--- config.mk ---
export PLATFORM = sky130hd
export DESIGN_NAME = clkmgr_ce_gen_flat
export DESIGN_NICKNAME = d
export VERILOG_FILES = /design/src/rtl/clkmgr_pkg.sv /design/src/rtl/clkmgr_ce_gen_if.sv /design/src/rtl/clkmgr_ce_div.sv /design/src/rtl/clkmgr_ce_gen.sv /design/src/flat_wrapper.sv
export SDC_FILE = /design/constraint.sdc
export NUM_CORES = 1
export LEC_CHECK = 0
export CELL_PAD_IN_SITES_DETAIL_PLACEMENT = 1
export CELL_PAD_IN_SITES_GLOBAL_PLACEMENT = 1
export CORE_MARGIN = 2
export CORE_UTILIZATION = 45
export DETAILED_ROUTE_END_ITERATION = 12
export GPL_ROUTABILITY_DRIVEN = 1
export MAX_ROUTING_LAYER = met4
export PLACE_DENSITY_LB_ADDON = 0.05
export SETUP_SLACK_MARGIN = 0.15
export SLEW_MARGIN = 20
export SYNTH_ARGS = -nofsm -noshare
export SYNTH_HDL_FRONTEND = slang
export SYNTH_SLANG_ARGS = --single-unit
export TNS_END_PERCENT = 30
--- constraint.sdc ---
create_clock -name clk -period 2.7 [get_ports clk]
set_clock_uncertainty 0.1 [all_clocks]
set_input_delay 0.54 -clock clk [delete_from_list [all_inputs] [get_ports clk]]
set_output_delay 0.54 -clock clk [all_outputs]
set_load 0.01 [all_outputs]
--- src/rtl/clkmgr_pkg.sv ---
// Shared types and helpers for the clock manager.
// Purely declarative; no latency and no backpressure.
// State encoding, channel limit and divide normalisation live here.
package clkmgr_pkg;

    localparam int MAX_OUT = 8;
    localparam int SEL_W   = $clog2(MAX_OUT);

    typedef enum logic [1:0] {
        RESET   = 2'd0,
        LOCKING = 2'd1,
        LOCKED  = 2'd2
    } clk_state_t;

    // A programmed divide of 0 behaves like 1: enable every cycle.
    function automatic int unsigned eff_div(input int unsigned div);
        return (div == 0) ? 1 : div;
    endfunction

endpackage

--- src/rtl/clkmgr_ce_gen_if.sv ---
// Divide-reconfiguration port of the clock manager.
// Handshake completes on an edge with cfg_valid and cfg_ready both high.
// Requester holds fields stable while cfg_ready is low.
interface clkmgr_ce_gen_if
    import clkmgr_pkg::*;
#(
    parameter int CNT_W = 8
);
    logic             cfg_valid;
    logic             cfg_ready;
    logic [SEL_W-1:0] cfg_sel;
    logic [CNT_W-1:0] cfg_div;
    logic             cfg_err;

    modport master (output cfg_valid, cfg_sel, cfg_div, input cfg_ready, cfg_err);
    modport slave  (input cfg_valid, cfg_sel, cfg_div, output cfg_ready, cfg_err);
endinterface

--- src/rtl/clkmgr_ce_div.sv ---
// One clock-enable channel: divide register plus reloading down-counter.
// ce is a decode of registered state; a new divide takes effect after clr.
// No backpressure; load and clr are single-cycle strobes from the manager.
module clkmgr_ce_div
    import clkmgr_pkg::*;
#(
    parameter int               CNT_W   = 8,
    parameter logic [CNT_W-1:0] DIV_RST = '0
) (
    input  logic             clk,
    input  logic             rst_n,
    input  logic             en,
    input  logic             clr,
    input  logic             load,
    input  logic [CNT_W-1:0] load_div,
    output logic             ce
);
    logic [CNT_W-1:0] div;
    logic [CNT_W-1:0] cnt;
    logic [CNT_W-1:0] reload;

    assign reload = CNT_W'(eff_div(32'(div)) - 32'd1);
    assign ce     = en && (cnt == '0);

    always_ff @(posedge clk or negedge rst_n) begin
        if (!rst_n) begin
            div <= DIV_RST;
            cnt <= '0;
        end else begin
            if (load) begin
                div <= load_div;
            end
            // Holding at zero outside LOCKED makes every channel fire on the first locked cycle.
            if (clr) begin
                cnt <= '0;
            end else if (en) begin
                cnt <= (cnt == '0) ? reload : cnt - CNT_W'(1);
            end
        end
    end
endmodule

--- src/rtl/clkmgr_ce_gen.sv ---
// Clock manager: lock sequencing, held-off downstream reset, NUM_OUT divided enables.
// locked after LOCK_CYCLES edges in LOCKING; rst_out_n RST_HOLD edges later.
// cfg held pending while not LOCKED; CLKMGR_LOSS_CNT_EN adds lock_loss_cnt.
module clkmgr_ce_gen
    import clkmgr_pkg::*;
#(
    parameter int                       NUM_OUT     = 2,
    parameter int                       CNT_W       = 8,
    parameter logic [NUM_OUT*CNT_W-1:0] DIV_INIT    = {8'd4, 8'd10},
    parameter int                       LOCK_CYCLES = 64,
    parameter int                       RST_HOLD    = 16
) (
    input  logic               clk,
    input  logic               rst_n,
    input  logic               rst,
    input  logic               pwrdwn,
    clkmgr_ce_gen_if.slave     cfg,
    output logic [NUM_OUT-1:0] ce,
    output logic               locked,
    output logic               rst_out_n
`ifdef CLKMGR_LOSS_CNT_EN
    ,
    output logic [7:0]         lock_loss_cnt
`endif
);
    localparam int LCK_W = $clog2(LOCK_CYCLES + 1);
    localparam int HLD_W = $clog2(RST_HOLD + 1);

    clk_state_t       state;
    clk_state_t       state_nxt;
    logic [LCK_W-1:0] lock_cnt;
    logic [HLD_W-1:0] hold_cnt;
    logic             soft_rst;
    logic             xfer;
    logic             sel_ok;
    logic             cfg_hit;
    logic             cfg_err_q;
    logic             ch_clr;

    assign soft_rst      = rst || pwrdwn;
    assign locked        = (state == LOCKED);
    assign cfg.cfg_ready = locked;
    assign cfg.cfg_err   = cfg_err_q;
    // Manager reset wins over a handshake landing on the same edge.
    assign xfer          = cfg.cfg_valid && locked && !soft_rst;
    assign sel_ok        = ({1'b0, cfg.cfg_sel} < (SEL_W + 1)'(NUM_OUT));
    assign cfg_hit       = xfer && sel_ok;
    assign ch_clr        = (state_nxt != LOCKED);

    always_comb begin
        state_nxt = state;
        if (soft_rst) begin
            state_nxt = RESET;
        end else begin
            case (state)
                RESET:   state_nxt = LOCKING;
                LOCKING: if (lock_cnt == LCK_W'(LOCK_CYCLES - 1)) state_nxt = LOCKED;
                LOCKED:  if (cfg_hit) state_nxt = LOCKING;
                default: state_nxt = RESET;
            endcase
        end
    end

    always_ff @(posedge clk or negedge rst_n) begin
        if (!rst_n) begin
            state     <= RESET;
            lock_cnt  <= '0;
            hold_cnt  <= '0;
            rst_out_n <= 1'b0;
            cfg_err_q <= 1'b0;
        end else begin
            state     <= state_nxt;
            cfg_err_q <= xfer && !sel_ok;

            if (state == LOCKING && state_nxt == LOCKING) begin
                lock_cnt <= lock_cnt + LCK_W'(1);
            end else begin
                lock_cnt <= '0;
            end

            // rst_out_n drops on the same edge as locked, rises RST_HOLD edges after it.
            if (state_nxt != LOCKED) begin
                rst_out_n <= 1'b0;
                hold_cnt  <= '0;
            end else if (locked && !rst_out_n) begin
                if (hold_cnt == HLD_W'(RST_HOLD - 1)) begin
                    rst_out_n <= 1'b1;
                end else begin
                    hold_cnt <= hold_cnt + HLD_W'(1);
                end
            end
        end
    end

`ifdef CLKMGR_LOSS_CNT_EN
    always_ff @(posedge clk or negedge rst_n) begin
        if (!rst_n) begin
            lock_loss_cnt <= 8'd0;
        end else if (locked && soft_rst && lock_loss_cnt != 8'hFF) begin
            lock_loss_cnt <= lock_loss_cnt + 8'd1;
        end
    end
`endif

    for (genvar i = 0; i < NUM_OUT; i++) begin : g_ch
        clkmgr_ce_div #(
            .CNT_W   (CNT_W),
            .DIV_RST (DIV_INIT[i*CNT_W +: CNT_W])
        ) u_div (
            .clk      (clk),
            .rst_n    (rst_n),
            .en       (locked),
            .clr      (ch_clr),
            .load     (cfg_hit && (cfg.cfg_sel == SEL_W'(i))),
            .load_div (cfg.cfg_div),
            .ce       (ce[i])
        );
    end
endmodule

--- src/flat_wrapper.sv ---
// flat-port wrapper written by rule: the top's interface ports become plain ports
module clkmgr_ce_gen_flat import clkmgr_pkg::*;
#(
    parameter int                       NUM_OUT     = 2,
    parameter int                       CNT_W       = 8,
    parameter logic [NUM_OUT*CNT_W-1:0] DIV_INIT    = {8'd4, 8'd10},
    parameter int                       LOCK_CYCLES = 64,
    parameter int                       RST_HOLD    = 16
)
  (clk, rst_n, rst, pwrdwn, ce, locked, rst_out_n, cfg_cfg_valid, cfg_cfg_sel, cfg_cfg_div, cfg_cfg_ready, cfg_cfg_err);
  clkmgr_ce_gen_if #(.CNT_W(CNT_W)) cfg_i ();
  input  logic clk;
  input  logic rst_n;
  input  logic rst;
  input  logic pwrdwn;
  output logic [NUM_OUT-1:0] ce;
  output logic locked;
  output logic rst_out_n;
  input wire logic [$bits(cfg_i.cfg_valid)-1:0] cfg_cfg_valid;
  input wire logic [$bits(cfg_i.cfg_sel)-1:0] cfg_cfg_sel;
  input wire logic [$bits(cfg_i.cfg_div)-1:0] cfg_cfg_div;
  output wire logic [$bits(cfg_i.cfg_ready)-1:0] cfg_cfg_ready;
  output wire logic [$bits(cfg_i.cfg_err)-1:0] cfg_cfg_err;
  assign cfg_i.cfg_valid = cfg_cfg_valid;
  assign cfg_i.cfg_sel = cfg_cfg_sel;
  assign cfg_i.cfg_div = cfg_cfg_div;
  assign cfg_cfg_ready = cfg_i.cfg_ready;
  assign cfg_cfg_err = cfg_i.cfg_err;
  clkmgr_ce_gen #(.NUM_OUT(NUM_OUT), .CNT_W(CNT_W), .DIV_INIT(DIV_INIT), .LOCK_CYCLES(LOCK_CYCLES), .RST_HOLD(RST_HOLD)) u_core (.clk(clk), .rst_n(rst_n), .rst(rst), .pwrdwn(pwrdwn), .cfg(cfg_i), .ce(ce), .locked(locked), .rst_out_n(rst_out_n));
endmodule
# Word-level counts from Yosys, hierarchy flattened

Cells that the tools add are included.

Bits of input ports: 16
Logic and storage cells: 68
Bits in registers: 48

Reductions and logical operators: 25
$add $sub $neg: 6
Eq/ne operators: 8
Muxes and demuxes: 19
Magnitude comparators: 1

Operator list:

| kind                                                        | count |
|---|---|
| 2-to-1 mux 8 bit                                            | 8 |
| zero test 8 bit                                             | 4 |
| subtractor 8 x 1 -> 8 bit (second input constant)           | 4 |
| 2-to-1 mux 5 bit                                            | 3 |
| logical AND 1 bit                                           | 10 |
| adder 7 x 1 -> 7 bit (second input constant)                | 1 |
| equality test 7 x 6 -> 1 bit (second input constant)        | 1 |
| 2-to-1 mux 7 bit                                            | 1 |
| 2-to-1 mux 2 bit                                            | 3 |
| case mux 2 bit (3 select lines)                             | 1 |
| nonzero test 2 bit                                          | 3 |
| adder 5 x 1 -> 5 bit (second input constant)                | 1 |
| equality test 5 x 4 -> 1 bit (second input constant)        | 1 |
| equality test 2 x 1 -> 1 bit (second input constant)        | 2 |
| AND reduction 2 bit                                         | 2 |
| equality test 3 x 1 -> 1 bit (second input constant)        | 1 |
| zero test 1 bit                                             | 3 |
| zero test 3 bit                                             | 1 |
| less-than comparator 3 x 2 -> 1 bit (second input constant) | 1 |
| 2-to-1 mux 1 bit                                            | 3 |
| equality test 2 bit (second input constant)                 | 1 |
| zero test 2 bit                                             | 1 |
| != test 2 x 1 -> 1 bit (second input constant)              | 1 |
| != test 2 bit (second input constant)                       | 1 |
| logical OR 1 bit                                            | 1 |

# Longest topological paths before layout

Depth in word-level cells: 10
Mapped depth: 10

# Modules after synthesis

A second synthesis with hierarchy kept.

Cells, all modules: 293
Area, all modules: 2,813.9 µm²

Modules (own cells, without submodules):

| module                                | cells each | area each (µm²) | seq. area each (µm²) | instances |
|---|---|---|---|---|
| clkmgr_ce_div at u_core.g_ch[0].u_div | 106        | 997.2           | 402.9                | 1 |
| clkmgr_ce_div at u_core.g_ch[1].u_div | 106        | 996.0           | 401.6                | 1 |
| clkmgr_ce_gen                         | 81         | 820.8           | 400.4                | 1 |

# Worst setup path before layout

Ideal clock, no wire load.

Path type: register to register
From: register u_core.g_ch[0].u_div.cnt[6]
To: register u_core.g_ch[0].u_div.cnt[6]
Cell stages (with the launch flop): 11
Period minus slack after synthesis: 2,416 ps
Data arrival time: 2,245 ps
Buffers on the path: 1
Path slack: 284 ps
Required time: 2,529 ps
Path through: dfrtp_1 -> nor4_1 -> and2_1 -> clkbuf_1 -> a21oi_1 -> ha_1 -> nand2b_1 -> a311oi_2 -> o2111ai_1 -> a2111o_1 -> nand4_1

Cells in the longest elaborated chain, start to end: 4
Elaborated cells between the ends (all ways): 5

RTL lines:

| item                                                                | RTL line            | RTL |
|---|---|---|
| start, declared                                                     | clkmgr_ce_div.sv:19 | `logic [CNT_W-1:0] cnt;` |
| start signal, assigned                                              | clkmgr_ce_div.sv:37 | `cnt <= (cnt == '0) ? reload : cnt - CNT_W'(1);` |
| subtractor 8 x 1 -> 8 bit / zero test 8 bit (equally long branches) | clkmgr_ce_div.sv:37 |  |
| 2-to-1 mux 8 bit *                                                  | clkmgr_ce_div.sv:37 |  |
| 2-to-1 mux 8 bit *                                                  | clkmgr_ce_div.sv:36 | `end else if (en) begin` |
| 2-to-1 mux 8 bit *                                                  | clkmgr_ce_div.sv:34 | `if (clr) begin` |

Mark *: on every way between the ends. The rest lies on a longest branch, timed or not. The select of a mux whose other input is x is not followed.
A chain may end at the register's enable or synchronous reset.

# Worst setup path after layout

From: register u_core.g_ch[0].u_div.div[1]
To: register u_core.g_ch[0].u_div.cnt[6]

Cells in the longest elaborated chain, start to end: 6

RTL lines:

| item                        | RTL line            | RTL |
|---|---|---|
| start, declared             | clkmgr_ce_div.sv:18 | `logic [CNT_W-1:0] div;` |
| start signal, assigned      | clkmgr_ce_div.sv:31 | `div <= load_div;` |
| zero test 8 bit             | clkmgr_pkg.sv:17    | `return (div == 0) ? 1 : div;` |
| 2-to-1 mux 8 bit *          | clkmgr_pkg.sv:17    |  |
| subtractor 8 x 1 -> 8 bit * | clkmgr_ce_div.sv:22 | `assign reload = CNT_W'(eff_div(32'(div)) - 32'd1);` |
| 2-to-1 mux 8 bit *          | clkmgr_ce_div.sv:37 |  |
| 2-to-1 mux 8 bit *          | clkmgr_ce_div.sv:36 |  |
| 2-to-1 mux 8 bit *          | clkmgr_ce_div.sv:34 |  |

Marks and branches as above.

==> reports/qor.csv <==
metric;value;unit
outcome;finished, final reports clean;
WP data arrival;2630;ps
grt ovf;0;
Avg Inst Size Synth;10.4;sq um
Initial Util;46.9;%
Final Util;56.9;%
leak pwr;0.00141;uW
CTS tree;done;
total wire length;6.30;mm
Cells after Synth;249;
cell area after synthesis;2580;sq um
Slew headroom;58.3;%
num ports;22;
crit path launch type;register;
average routed wire per standard cell;17.5;um
Post-synth EDFFs;0;
Final HPWL DP;4.60;mm
Syn. warnings;0;
Clock transition at path regs;100;ps
share of layout cells above drive strength 1;23.0;%
row cnt;27;
gpl congestion;0.839;
max cap viols;0;
CP endpoint kind;register;
Synth area leader;dfrtp_1;
Longest Clk Path Bufs;2;
antenna-violating nets left;0;
pwr dens;424;nW/um^2
CTS buffer count;5;
H-tree depth;2;
critical register-to-register path startpoint;u_core.g_ch[0].u_div.div[1];
Yosys reg bits;48;
end point of the critical path;u_core.g_ch[0].u_div.cnt[6];
Final TNS setup;0;ps
Sink Count;48;
Worst Setup SP;u_core.g_ch[0].u_div.div[1];
first-pass GRT wire length;10.7;mm
CP max FO;4;
Die Area;6360;sq um
area grow syn2layout;21.5;%
Async SR Flop Fraction;100;%
final hold vios;0;
worst slew pin tran;625;ps
most used standard cell by instance count after synthesis;dfrtp_1;
DRT iter0 DRCs;99;
final instance area;3140;sq um
# hold bufs at CTS;0;
core area;5510;sq um
Clk Latency, worst-skew pair;310;ps
# fillers;612;
Peak Freq;401;MHz
drt first pass iters;4;
GRT Total Usage;22.1;%
sequential area share after synthesis;46.7;%
crit share post-route;92.3;%
maximum vdd drop;205;uV
Synth Flop Type;dfrtp_1;
largest net degree at the start of global routing;49;
die width;79.7;um
ranking of synthesized cells by area;dfrtp_1 (44%), mux2_2 (7.0%), a21oi_1 (3.5%);
RR Endpoint;u_core.g_ch[0].u_div.cnt[6];
Unique masters post-synth;57;
Finished Layout Cells;359;
DP Area;2950;sq um
R2R Setup Slk;210;ps
chip height;79.7;um
Post-synth top cells;dfrtp_1 (45), nor2_1 (22), a21oi_1 (18), mux2_2 (16), nand2_1 (12);
flip-flop and latch area;1210;sq um
fin nets;307;
post-synth net total;270;
DR vias;2099;
max-slew violation count;0;
placed cells;350;
I/O Buffers;21;
Root Buffer Master;clkbuf_8;
final setup vio count;0;
Tightest Hold Check Type;in2async;
n_diodes;0;
worst reg-to-reg path cell count;9;
vias in the first global route;2152;
post-synth top area share;43.6;%
WP data required;2840;ps
DRC;0;
Period minus WS final;2490;ps
vias per cell;5.85;
area of the multi-input gates;1340;sq um
RSZ-0062 raised after global routing;true;
initial antenna violation count;0;
Crit Path Category;reg2reg;
-- cells by family after synthesis --
logic type | synth area share (%)
multiplexers | 9.31
AO/OA/AOI/OAI | 16.1
adder cells (fa/ha/maj) | 2.42
flip-flops | 46.7
XOR/XNOR | 2.38
buffers and inverters | 3.44
AND/OR/NAND/NOR | 19.7
-- state kept, by name, indices dropped and copies added, names as in the netlist --
name	cells
u_core.rst_out_n	1
u_core.state	2
u_core.hold_cnt	5
u_core.lock_cnt	7
u_core.g_ch.u_div.div	16
u_core.g_ch.u_div.cnt	16
u_core.cfg.cfg_err	1
-- per-stage QoR --
stage | setup slack [ps] | power, uW | hold slack [ps]
after floorplan | 284 | 746 | 144
after global placement | 171 | 788 | 344
after detailed placement | 17.7 | 789 | 353
after CTS | -26.2 | 1340 | 243
after global routing | 46.0 | 1380 | 271
final | 207 | 1330 | 226
-- critical path, cell delays in order (launching register included) --
cell,delay [ps]
dfstp_2,570
nor2_1,60
a31o_2,260
a21oi_2,170
ha_2,230
nand2b_1,130
a311oi_4,310
o2111ai_2,200
a2111o_1,320
nand4_1,80
-- cell usage in the layout, fill, tap and decap left out, drive strengths merged, types with 3 or more instances in the layout --
cell           instances
a21oi                 18
buf                   19
nor4                   3
inv                    8
nor2                  23
nand2b                 5
nor4b                  3
clkbuf                 6
and2                   5
xor2                   5
clkdlybuf4s50         18
dfstp                  3
nand3                  9
ha                     5
nor3                   9
dfrtp                 45
nand2                 12
nand4                  7
mux2i                  6
a22o                   4
or4                    3
mux2                  16
o21ai                 13
-- report_power, final --
group | switching [uW] | total [uW] | internal [uW] | leakage [uW]
logic | 27.1 | 53.2 | 26.0 | 0.000695
clock network | 251 | 554 | 303 | 0.0000614
registers | 1.58 | 722 | 720 | 0.000655
-- per-layer routing --
layer	up-vias	wire, um	global-route usage [%]
met5	-	0	-
met4	0	71	6.10
met3	9	186	3.17
met2	40	3090	35.5
met1	1047	2950	29.7
li1	1003	-	-
-- timing repair --
item | 4_1_cts | 5_1_grt
resized for setup | 5 | 11
gates cloned | 0 | 0
setup endpoints to repair | 4 | 6
setup buffers | 0 | 1
pin swaps | 4 | 2
-- final cells by class --
type	count	share of cell area [%]
multi-input combinational	184	42.9
tap	72	2.87
clock inverter	2	1.24
timing repair buffer	39	10.9
inverter	8	0.958
sequential	48	38.5
clock buffer	6	2.63
-- how the worst min path moves through the flow --
stage	start	end	slack [ps]
after floorplan	rst_n	u_core.cfg.cfg_err	140
after global placement	u_core.lock_cnt[0]	u_core.lock_cnt[0]	340
after detailed placement	u_core.lock_cnt[0]	u_core.lock_cnt[0]	350
after CTS	rst_n	u_core.g_ch[1].u_div.cnt[3]	240
after global routing	rst_n	u_core.lock_cnt[3]	270
final	rst_n	u_core.lock_cnt[3]	230
(Power assumes the default switching activity.)
